===== src/rtl/place_pkg.sv =====
// place_pkg: state encoding and default sizing shared by place_eval and the placement engine.
package place_pkg;
    typedef enum logic [2:0] {IDLE, S_EDGE, S_PA, S_PB, S_DIFF, S_ACC, DONE, ERROR} state_e;
    localparam int GRID_EMPTY = -1;
    localparam int N_EDGE_DEF = 96;
    localparam int GRID_N_DEF = 10;
    localparam int DATA_W_DEF = 32;
    localparam int COST_W_DEF = 32;
endpackage


===== src/rtl/place_edge_cost.sv =====
// place_edge_cost: combinational Manhattan / 1-hop length of one edge plus off-grid detection.
// The hop output exists only when PLACE_EVAL_1HOP_EN is defined.
module place_edge_cost
    import place_pkg::*;
#(
    parameter int DATA_W = DATA_W_DEF,
    parameter int GRID_N = GRID_N_DEF
) (
    input  logic signed [DATA_W-1:0] ax_i,
    input  logic signed [DATA_W-1:0] ay_i,
    input  logic signed [DATA_W-1:0] bx_i,
    input  logic signed [DATA_W-1:0] by_i,
    output logic        [DATA_W-1:0] len_o,
`ifdef PLACE_EVAL_1HOP_EN
    output logic        [DATA_W-1:0] hop_o,
`endif
    output logic                     illegal_o
);
    logic signed [DATA_W-1:0] ddx, ddy;
    logic        [DATA_W-1:0] dx, dy;

    function automatic logic off_grid(input logic signed [DATA_W-1:0] c);
        return c == GRID_EMPTY || c < 0 || c >= GRID_N;
    endfunction

    assign ddx       = ax_i - bx_i;
    assign ddy       = ay_i - by_i;
    assign dx        = ddx[DATA_W-1] ? -ddx : ddx;
    assign dy        = ddy[DATA_W-1] ? -ddy : ddy;
    assign len_o     = dx + dy;
`ifdef PLACE_EVAL_1HOP_EN
    assign hop_o     = ((dx + DATA_W'(1)) >> 1) + ((dy + DATA_W'(1)) >> 1);
`endif
    assign illegal_o = off_grid(ax_i) | off_grid(ay_i) | off_grid(bx_i) | off_grid(by_i);
endmodule


===== src/rtl/place_eval.sv =====
// place_eval: walks the edge list after placement and accumulates wirelength, 1-hop cost and max edge length.
// Define PLACE_EVAL_1HOP_EN to build the 1-hop accumulator; otherwise sum_1hop is tied to 0.
module place_eval
    import place_pkg::*;
#(
    parameter int N_EDGE = N_EDGE_DEF,
    parameter int GRID_N = GRID_N_DEF,
    parameter int DATA_W = DATA_W_DEF,
    parameter int COST_W = COST_W_DEF
) (
    input  logic              clk,
    input  logic              reset,
    input  logic              start,
    output logic              busy,
    output logic              done,
    output logic              err_unplaced,
    output logic [DATA_W-1:0] err_edge,
    output logic              edge_re,
    output logic [DATA_W-1:0] edge_addr,
    input  logic [DATA_W-1:0] edge_a,
    input  logic [DATA_W-1:0] edge_b,
    output logic              pos_re,
    output logic [DATA_W-1:0] pos_addr,
    input  logic [DATA_W-1:0] pos_x,
    input  logic [DATA_W-1:0] pos_y,
    output logic [COST_W-1:0] sum,
    output logic [COST_W-1:0] sum_1hop,
    output logic [COST_W-1:0] max_len,
    output logic [31:0]       cycles
);
    state_e            state_q;
    logic [DATA_W-1:0] i_q, ax_q, ay_q, len_q, err_edge_q, edge_addr_q, pos_addr_q, len;
    logic [COST_W-1:0] sum_q, max_q;
    logic [31:0]       cyc_q;
    logic              busy_q, done_q, err_q, edge_re_q, pos_re_q, illegal;
`ifdef PLACE_EVAL_1HOP_EN
    logic [DATA_W-1:0] hop, hop_q;
    logic [COST_W-1:0] hop_sum_q;
`endif

    place_edge_cost #(.DATA_W(DATA_W), .GRID_N(GRID_N)) u_cost (
        .ax_i      (ax_q),
        .ay_i      (ay_q),
        .bx_i      (pos_x),
        .by_i      (pos_y),
        .len_o     (len),
`ifdef PLACE_EVAL_1HOP_EN
        .hop_o     (hop),
`endif
        .illegal_o (illegal)
    );

    always_ff @(posedge clk or posedge reset) begin
        if (reset) begin
            state_q     <= IDLE;
            i_q         <= '0;
            ax_q        <= '0;
            ay_q        <= '0;
            len_q       <= '0;
            err_edge_q  <= '0;
            edge_addr_q <= '0;
            pos_addr_q  <= '0;
            sum_q       <= '0;
            max_q       <= '0;
            cyc_q       <= '0;
            busy_q      <= 1'b0;
            done_q      <= 1'b0;
            err_q       <= 1'b0;
            edge_re_q   <= 1'b0;
            pos_re_q    <= 1'b0;
`ifdef PLACE_EVAL_1HOP_EN
            hop_q       <= '0;
            hop_sum_q   <= '0;
`endif
        end else begin
            edge_re_q <= 1'b0;
            pos_re_q  <= 1'b0;
            if (busy_q) cyc_q <= cyc_q + 32'd1;
            case (state_q)
                S_EDGE: begin
                    pos_re_q <= 1'b1;
                    state_q  <= S_PA;
                end
                // edge_a drives pos_addr combinationally this cycle; B's address is held for S_PB
                S_PA: begin
                    pos_re_q   <= 1'b1;
                    pos_addr_q <= edge_b;
                    state_q    <= S_PB;
                end
                S_PB: begin
                    ax_q    <= pos_x;
                    ay_q    <= pos_y;
                    state_q <= S_DIFF;
                end
                S_DIFF: begin
                    len_q <= len;
`ifdef PLACE_EVAL_1HOP_EN
                    hop_q <= hop;
`endif
                    if (illegal) begin
                        state_q    <= ERROR;
                        busy_q     <= 1'b0;
                        done_q     <= 1'b1;
                        err_q      <= 1'b1;
                        err_edge_q <= i_q;
                    end else begin
                        state_q <= S_ACC;
                    end
                end
                S_ACC: begin
                    sum_q <= sum_q + COST_W'(len_q) - COST_W'(1);
`ifdef PLACE_EVAL_1HOP_EN
                    hop_sum_q <= hop_sum_q + COST_W'(hop_q) - COST_W'(1);
`endif
                    if (COST_W'(len_q) > max_q) max_q <= COST_W'(len_q);
                    i_q <= i_q + DATA_W'(1);
                    if (i_q == DATA_W'(N_EDGE - 1)) begin
                        state_q <= DONE;
                        busy_q  <= 1'b0;
                        done_q  <= 1'b1;
                    end else begin
                        state_q     <= S_EDGE;
                        edge_re_q   <= 1'b1;
                        edge_addr_q <= i_q + DATA_W'(1);
                    end
                end
                default: if (start) begin
                    sum_q       <= '0;
                    max_q       <= '0;
                    cyc_q       <= '0;
                    i_q         <= '0;
                    err_q       <= 1'b0;
                    err_edge_q  <= '0;
`ifdef PLACE_EVAL_1HOP_EN
                    hop_sum_q   <= '0;
`endif
                    done_q      <= N_EDGE == 0;
                    busy_q      <= N_EDGE != 0;
                    edge_re_q   <= N_EDGE != 0;
                    edge_addr_q <= '0;
                    state_q     <= N_EDGE == 0 ? DONE : S_EDGE;
                end
            endcase
        end
    end

    assign busy         = busy_q;
    assign done         = done_q;
    assign err_unplaced = err_q;
    assign err_edge     = err_edge_q;
    assign edge_re      = edge_re_q;
    assign edge_addr    = edge_addr_q;
    assign pos_re       = pos_re_q;
    assign pos_addr     = state_q == S_PA ? edge_a : pos_addr_q;
    assign sum          = sum_q;
    assign max_len      = max_q;
    assign cycles       = cyc_q;
`ifdef PLACE_EVAL_1HOP_EN
    assign sum_1hop     = hop_sum_q;
`else
    assign sum_1hop     = '0;
`endif
endmodule


===== config.mk =====
export PLATFORM = sky130hd
export DESIGN_NAME = place_eval
export DESIGN_NICKNAME = d
export VERILOG_FILES = /design/src/rtl/place_pkg.sv /design/src/rtl/place_edge_cost.sv /design/src/rtl/place_eval.sv
export SDC_FILE = /design/constraint.sdc
export NUM_CORES = 1
export LEC_CHECK = 0
export CAP_MARGIN = 25
export CELL_PAD_IN_SITES_DETAIL_PLACEMENT = 1
export CELL_PAD_IN_SITES_GLOBAL_PLACEMENT = 2
export CORE_MARGIN = 5
export CORE_UTILIZATION = 30
export DETAILED_ROUTE_END_ITERATION = 7
export PLACE_DENSITY = 0.87
export SYNTH_ARGS = -nofsm -noshare
export SYNTH_HDL_FRONTEND = slang
export SYNTH_SLANG_ARGS = --single-unit

===== constraint.sdc =====
create_clock -name clk -period 15.3 [get_ports clk]
set_input_delay 3.06 -clock clk [delete_from_list [all_inputs] [get_ports clk]]
set_output_delay 3.06 -clock clk [all_outputs]
set_load 0.01 [all_outputs]

## Word-level counts from Yosys, hierarchy flattened

Cells that the tools add are included.

| word-level totals | value |
|---|---|
| register bits after elaboration | 328 |
| bits in latches | 0 |
| RAM bits | 0 |
| memory bits (read-only) | 0 |
| input bits | 131 |
| output and inout port bits | 229 |
| logic and storage cells | 108 |
| memories kept | 0 |

| operators by class | value |
|---|---|
| add/sub/neg operators | 9 |
| multipliers | 0 |
| div/mod/pow operators | 0 |
| magnitude comparators | 9 |
| eq/ne operators | 14 |
| shift-type cells | 0 |
| multiplexer cells | 32 |
| bitwise gates (word level) | 6 |
| reduce and logical (&&, ||, !) cells | 22 |

Operators by type and width:

| operator | number |
|---|---|
| $mux W32 | 10 |
| $pmux W32 S2 | 5 |
| $eq A32 B1 Y1 const B | 4 |
| $ge A32 B5 Y1 const B | 4 |
| $lt A32 B1 Y1 const B | 4 |
| $add A32 B1 Y32 const B | 2 |
| $add A32 B32 Y32 | 2 |
| $neg A32 Y32 | 2 |
| $sub A32 B32 Y32 | 2 |
| $eq A32 B7 Y1 const B | 1 |
| $gt A32 B32 Y1 | 1 |
| $sub A32 B1 Y32 const B | 1 |
| $pmux W3 S5 | 1 |
| $mux W1 | 9 |
| $reduce_and A3 Y1 | 3 |
| $logic_or A1 B1 Y1 | 8 |
| $ne A2 B2 Y1 const B | 4 |
| $reduce_or A4 Y1 | 2 |
| $eq A3 B2 Y1 const B | 2 |
| $eq A3 B3 Y1 const B | 2 |
| $mux W3 | 2 |
| $pmux W1 S3 | 2 |
| $reduce_bool A6 Y1 | 1 |
| $reduce_or A5 Y1 | 1 |
| other kinds (11) | 17 |

## Longest topological paths before layout

Gate-level depths: netlist (run 1).

| logic depth | value |
|---|---|
| depth in word-level cells | 8 |
| depth in mapped cells | 28 |
| mapped depth without buffers | 27 |

## By module

A second synthesis (run 1) with hierarchy kept.

| second synthesis, totals | value |
|---|---|
| cell total of the unflattened synthesis | 2,822 |
| area, all modules | 24,229.5 µm² |

By module, submodules not included:

| module | times used | cells each | area each (µm²) | sequential area each (µm²) |
|---|---|---|---|---|
| place_eval | 1 | 1,758 | 17,007.6 | 8,207.9 |
| place_edge_cost | 1 | 1,064 | 7,221.9 | 0.0 |

## Worst setup path after synthesis (run 1)

Ideal clock, no wire load.

| path | value |
|---|---|
| kind | input port to flip-flop |
| start | in pos_x[6] |
| end | reg len_q[28] |
| setup time | 69 ps |
| data arrival time | 8,313 ps |
| required time | 15,231 ps |
| slack | 6,918 ps |
| stages | 26 |
| buffers on the path | 2 |
| path through | inv_1 ha_1 a211o_1 o311ai_0 nor3_2 nor4_1 o31ai_1 a41oi_1 and2_1 buf_2 buf_2 nor2_1 xnor2_1 ha_1 nor2b_1 o21a_1 o21ai_1 a21oi_1 o21ai_0 a21boi_0 o21ai_1 a311oi_1 o31ai_1 o21ai_0 or3_1 nand3_1 |

| on the way | value |
|---|---|
| cells in the longest elaborated chain, start to end | 4 |

RTL lines:

| element | line | text |
|---|---|---|
| start, declared | place_eval.sv:24 | `input logic [DATA_W-1:0] pos_x,` |
| $sub A32 B32 Y32 * | place_edge_cost.sv:26 | `assign ddx = ax_i - bx_i;` |
| $neg A32 Y32 | place_edge_cost.sv:28 | `assign dx = ddx[DATA_W-1] ? -ddx : ddx;` |
| $mux W32 * | place_edge_cost.sv:28 |  |
| $add A32 B32 Y32 * | place_edge_cost.sv:30 | `assign len_o = dx + dy;` |
| end signal, assigned | place_eval.sv:96 | `len_q <= len;` |
| end, declared | place_eval.sv:32 | `logic [DATA_W-1:0] i_q, ax_q, ay_q, len_q, err_edge_q, edge_addr_q, pos_addr_q, len;` |

Mark *: on every way between the ends. The rest lies on a longest branch, timed or not.
A chain may end at the register's enable or synchronous reset.

## Worst setup path after layout (run 1)

Same ends and word-level chain as after synthesis.

==> reports/qor.csv, run 1 <==
metric,value,unit
status,finished clean,
slowest_delay,0.61,ns
cts.reportedPaths.clkPinSlew,0.06,ns
port_buffers,327,
worst_pin_slew,1.18,ns
worstPathMaxFanout,19,
die_w,290,µm
grt_overflow_total,0,
grt_pass1_wl,126000,µm
routed_wl,79100,µm
clockBufferDepth,3,
cp_data_required_time,15.83,ns
worst-path-buf-inv,2,
ys_seq_area_share,34.8,%
clock_sinks,328,
grt_usage,18.2,%
synth-edff-count,0,
hold_end,pos_addr_q[2]$_DFFE_PP0P_,
antenna_found_initial,5,
crit_arrival,10.00,ns
dp_cells,4112,
maxCapViolCount,0,
reg2regPathDepth,24,
grt_pass1_vias,21700,
setup_viol,0,
dr_wl_met2,37600,µm
post_layout_nonfiller_instances,4197,
hp-class,reg2reg,
multi_input_area,13900,µm²
rsz0062_at_grt,false,
min_period,9.47,ns
cts-hold-fix-buffers,0,
drcViolationCount,0,
period_share,61.9,%
synth_warnings,0,
hp-start,pos_addr_q[2]$_DFFE_PP0P_,
crit_type,in2reg,
rows,102,
top_layer_used,met4,
max_freq,106,MHz
setup_ws,5.83,ns
clock_latency,0.60,ns
n_fill_cell,9144,
design.die.area,84300,µm²
path_delay_family,compound AO/OA/AOI/OAI gates,
setup-tns-final,0,ns
netlist_area,23600,µm²
routed-via-count,21200,
drt_iter0_drc,942,
synth-seq-cells,328,
start_kind,input pin,
cts_tree,done,
hold_viol_final,0,
clock_skew,0.0497,ns
io_pins,360,
slowest_stage,and2_1,
slew_viol_final,0,
place_ws,5.27,ns
drt-pass1-iter-count,4,
whs_path_depth,2,
avgViaCountPerCell,5.05,
wl_per_cell,18.9,µm
die_y,290,µm
cts.repair.resized,0,
area_growth,25.4,%
grt_start_max_net_pins,130,
post_cts_buffers,0,
yosys_most_used_dff,dfrtp_1,
core,77700,µm²
syn_avg_cell_area,8.32,µm²
cts_buffers,44,
hpwl,61400,µm
ys_async_sr_fraction,100,%
drive_gt1_share,4.76,%
antenna_left,0,
slew-limit-headroom,20.8,%
r2r-start,ax_q[1]$_DFFE_PP0N_,
start_util,30.3,%
dr_wl_met3,2640,µm
regArea,8210,µm²
cts-htree-levels,2,
synth_cells,2833,
timing.rr.end,len_q[28]$_DFFE_PP0P_,
place.gp.congestion,0.838,
synth_cell_types,92,
met1Wirelength,36600,µm
num-nets-final,3446,
worstSetupEndpointType,flop,
cts_root_buf,clkbuf_16,
r2r_slack,8.47,ns
==> worst register-to-register path: stages, from the launching register on <==
cell and delay [ns]:
dfrtp_1 0.42, ha_1 0.28, nor2b_1 0.14, o31a_1 0.33, o311ai_0 0.56, nor3_2 0.17
nor4_1 0.40, o31ai_1 0.25, a41oi_1 0.34, and2_1 0.61, nor2_1 0.12, xnor2_1 0.17
ha_1 0.35, nor2b_1 0.15, o21a_1 0.19, o21ai_1 0.21, a21oi_1 0.14, o21ai_0 0.15
a21boi_0 0.12, o21ai_1 0.26, a311oi_1 0.18, o31ai_1 0.57, o21ai_0 0.22, or3_1 0.37
nand3_1 0.08
==> cell families (layout without fill, tap and decap cells) <==
| group | after synthesis | after routing | share of synthesized area [%] |
|---|---|---|---|
| AO/OA/AOI/OAI | 738 | 738 | 20.4 |
| XOR/XNOR | 221 | 221 | 8.21 |
| adder cells (fa/ha/maj) | 196 | 196 | 10.5 |
| buffers and inverters | 406 | 695 | 7.12 |
| flip-flops | 328 | 328 | 34.8 |
| multiplexers | 16 | 16 | 0.738 |
| other | 1 | 36 | 0.0159 |
| AND/OR/NAND/NOR | 927 | 927 | 18.2 |
==> placed cells by master (no fill, tap or decap), drive strengths merged, types with 47 or more instances in the layout <==
| master | count |
|---|---|
| a21o | 69 |
| a21oi | 134 |
| a22o | 68 |
| clkbuf | 59 |
| clkdlybuf4s50 | 327 |
| dfrtp | 328 |
| ha | 192 |
| inv | 269 |
| nand2 | 438 |
| nand3 | 61 |
| nor2 | 155 |
| nor4 | 47 |
| o21ai | 266 |
| xnor2 | 125 |
| xor2 | 96 |
==> through the flow <==
stage	instance area, µm²	util [%]	hold WS, ns
global route	29600	38.0	0.487
detailed placement	27900	35.9	0.455
finish	29600	38.0	0.463
global placement	27800	35.8	0.447
CTS	29500	38.0	0.468
floorplan	23700	-	0.433
==> routing by layer <==
metal	global-route usage (%)	vias to the layer above
met5	0	-
met4	5.42	0
met3	2.19	91
met2	30.8	342
met1	24.5	10400
li1	-	10400
==> Yosys cell counts, drive strengths merged (14+ instances only) <==
library cell / number / area share (%)
nand2: 438 / 7.0
dfrtp: 328 / 35
inv: 268 / 4.3
o21ai: 266 / 5.6
ha: 192 / 10
nor2: 155 / 2.5
a21oi: 134 / 2.9
xnor2: 125 / 4.6
xor2: 96 / 3.6
clkbuf: 89 / 1.5
a21o: 69 / 2.2
a22o: 68 / 2.5
nand3: 61 / 1.3
buf: 47 / 1.3
nor4: 47 / 1.2
nand4: 44 / 1.2
nor3: 36 / 0.79
o31ai: 35 / 1.1
and3: 34 / 0.91
o21a: 28 / 0.90
nand2b: 20 / 0.53
o21bai: 20 / 0.64
nor2b: 19 / 0.50
a211oi: 17 / 0.56
a31oi: 17 / 0.45
or3: 16 / 0.42
and2: 14 / 0.37
==> worst max-delay path by stage <==
stage	startpoint	to	slack, ns	cells after the start
2_1_floorplan	reset	ax_q[0]$_DFFE_PP0N_	3.16	1
3_3_place_gp	pos_x[6]	len_q[28]$_DFFE_PP0P_	5.42	25
3_5_place_dp	pos_x[6]	len_q[28]$_DFFE_PP0P_	5.27	25
4_1_cts	pos_x[6]	len_q[28]$_DFFE_PP0P_	5.87	25
5_1_grt	pos_x[6]	len_q[30]$_DFFE_PP0P_	5.17	25
6_report	pos_x[6]	len_q[28]$_DFFE_PP0P_	5.83	25
==> layout make-up <==
| class | count | area share (%) |
|---|---|---|
| Antenna cell | 4 | 0.0339 |
| Tap cell | 1040 | 4.40 |
| Inverter | 269 | 3.44 |
| Sequential cell | 328 | 27.8 |
| Clock inverter | 21 | 1.27 |
| Clock buffer | 59 | 4.25 |
| Timing Repair Buffer | 346 | 11.8 |
| Multi-Input combinational cell | 2130 | 47.0 |
Power of run 1 is not shown: default switching activity piles up to over one toggle a cycle in this logic, so the estimate is an artifact.
==> run 2, diff against run 1 <==
- PLACE_DENSITY: 0.87 -> 0.9
- clock period: 15.3 -> 8.2 ns (I/O delays scaled with it)
==> reports/qor.csv, run 2 (synthesized netlist as in run 1, its figures left out) <==
metric,value,unit,change
cts-htree-levels,2,,unchanged
grt_start_max_net_pins,163,,was 130
cts-hold-fix-buffers,0,,unchanged
crit_arrival,8.02,ns,was 10.00 ns
post_cts_buffers,0,,unchanged
drt-pass1-iter-count,5,,was 4
clock_skew,0.0297,ns,was 0.0497 ns
worst_pin_slew,1.05,ns,was 1.18 ns
cp_data_required_time,8.63,ns,was 15.83 ns
cts.reportedPaths.clkPinSlew,0.06,ns,about the same
final_cell_mix,"436 x nand2_1, 328 x dfrtp_1, 327 x clkdlybuf4s50_1, 267 x inv_1, 259 x o21ai_0",,unchanged
worst_path_most_repeated_cell,buf_4,,
rsz0062_at_grt,false,,unchanged
cts_tree,done,,unchanged
area_growth,25.8,%,was 25.4%
design.die.area,84300,µm²,unchanged
die_y,290,µm,unchanged
antenna_left,0,,unchanged
maxCapViolCount,0,,unchanged
slowest_delay,0.53,ns,was 0.61 ns
routed-via-count,21300,,"was 21,200"
port_buffers,327,,unchanged
layout_commonest_cell,nand2_1,,unchanged
clock_sinks,328,,unchanged
period_share,92.6,%,
n_fill_cell,9105,,"was 9,144"
die_w,290,µm,unchanged
rows,102,,unchanged
grt_pass1_vias,21900,,"was 21,700"
setup_viol,0,,unchanged
drive_gt1_share,5.18,%,was 4.76%
core,77700,µm²,unchanged
wl_per_cell,18.9,µm,about the same
status,finished clean,,unchanged
avgViaCountPerCell,5.06,,was 5.05
hp-class,reg2reg,,unchanged
io_pins,360,,unchanged
cts_buffers,42,,was 44
cts_root_buf,clkbuf_16,,unchanged
drt_iter0_drc,1104,,was 942
routed_wl,79600,µm,"was 79,100 µm"
start_kind,input pin,,unchanged
clock_latency,0.59,ns,was 0.60 ns
slowest_stage,o31ai_1,,was and2_1
cts.repair.resized,0,,unchanged
min_period,7.59,ns,
drcViolationCount,0,,unchanged
slew-limit-headroom,29.6,%,was 20.8%
grt_usage,18.2,%,about the same
multi_input_area,13900,µm²,about the same
crit_type,in2reg,,unchanged
regArea,8210,µm²,unchanged
hpwl,61900,µm,"was 61,400 µm"
grt_pass1_wl,126000,µm,about the same
max_freq,132,MHz,
place.gp.congestion,0.846,,was 0.838
clockBufferDepth,3,,unchanged
start_util,30.3,%,unchanged
num-nets-final,3461,,"was 3,446"
worstPathMaxFanout,11,,was 19
antenna_found_initial,4,,was 5
setup-tns-final,0,ns,unchanged
hold_viol_final,0,,unchanged
grt_overflow_total,0,,unchanged
worstSetupEndpointType,flop,,unchanged
slew_viol_final,0,,unchanged
[run 2: layer usage]
| metal | GRT usage (%) | up-vias | share of wire (%) |
|---|---|---|---|
| met2 | 31.3 | 331 | 48 |
| met3 | 2.71 | 100 | 3.7 |
| met5 | 0 | - | 0 |
| met4 | 5.01 | 0 | 2.8 |
| li1 | - | 10400 | - |
| met1 | 23.8 | 10500 | 45 |
[run 2: final timing paths]
| check | startpoint | end | slack [ns] | cells after the start |
|---|---|---|---|---|
| worst max-delay path | pos_x[6] | len_q[30]$_DFFE_PP0P_ | 0.61 | 29 |
| worst min-delay path | pos_addr_q[4]$_DFFE_PP0P_ | pos_addr_q[4]$_DFFE_PP0P_ | 0.46 | 2 |
| worst max register to register | ax_q[6]$_DFFE_PP0N_ | len_q[30]$_DFFE_PP0P_ | 1.81 | 27 |
| worst min register to register | pos_addr_q[4]$_DFFE_PP0P_ | pos_addr_q[4]$_DFFE_PP0P_ | 0.46 | 2 |
| max in group asynchronous | reset | pos_addr_q[3]$_DFFE_PP0P_ | 5.15 | 3 |
| min in group asynchronous | reset | sum[29]$_DFFE_PP0P_ | 1.61 | 2 |
[run 2: area by class of cell]
type | count | area share (%)
inverter | 269 | 3.42
sequential | 328 | 27.7
tap | 1040 | 4.39
clock inverter | 20 | 1.43
antenna | 3 | 0.0253
clock buffer | 57 | 4.04
multi-input combinational | 2130 | 46.9
timing repair buffer | 363 | 12.2
[run 2: critical path, delay by kind of cell]
| family | cells | cell delay (ns) |
|---|---|---|
| muxes | 1 | 0.20 |
| buffers and inverters | 6 | 1.13 |
| adders and majority gates | 2 | 0.88 |
| AOI/OAI and AO/OA | 16 | 3.34 |
| and+or+nand+nor | 4 | 0.81 |
[run 2: through the flow]
stage	hold slack [ns]	instances	util [%]	worst slack, ns	cell area (µm²)
finish	0.462	4210	38.2	0.607	29700
global route	0.491	4210	38.2	0.0872	29700
CTS	0.469	4205	38.1	0.633	29600
detailed placement	0.458	4128	36.0	0.0933	28000
global placement	0.447	4126	36.0	0.300	28000
floorplan	0.433	2864	-	1.24	23700
Power of run 2 is left out for the same reason.
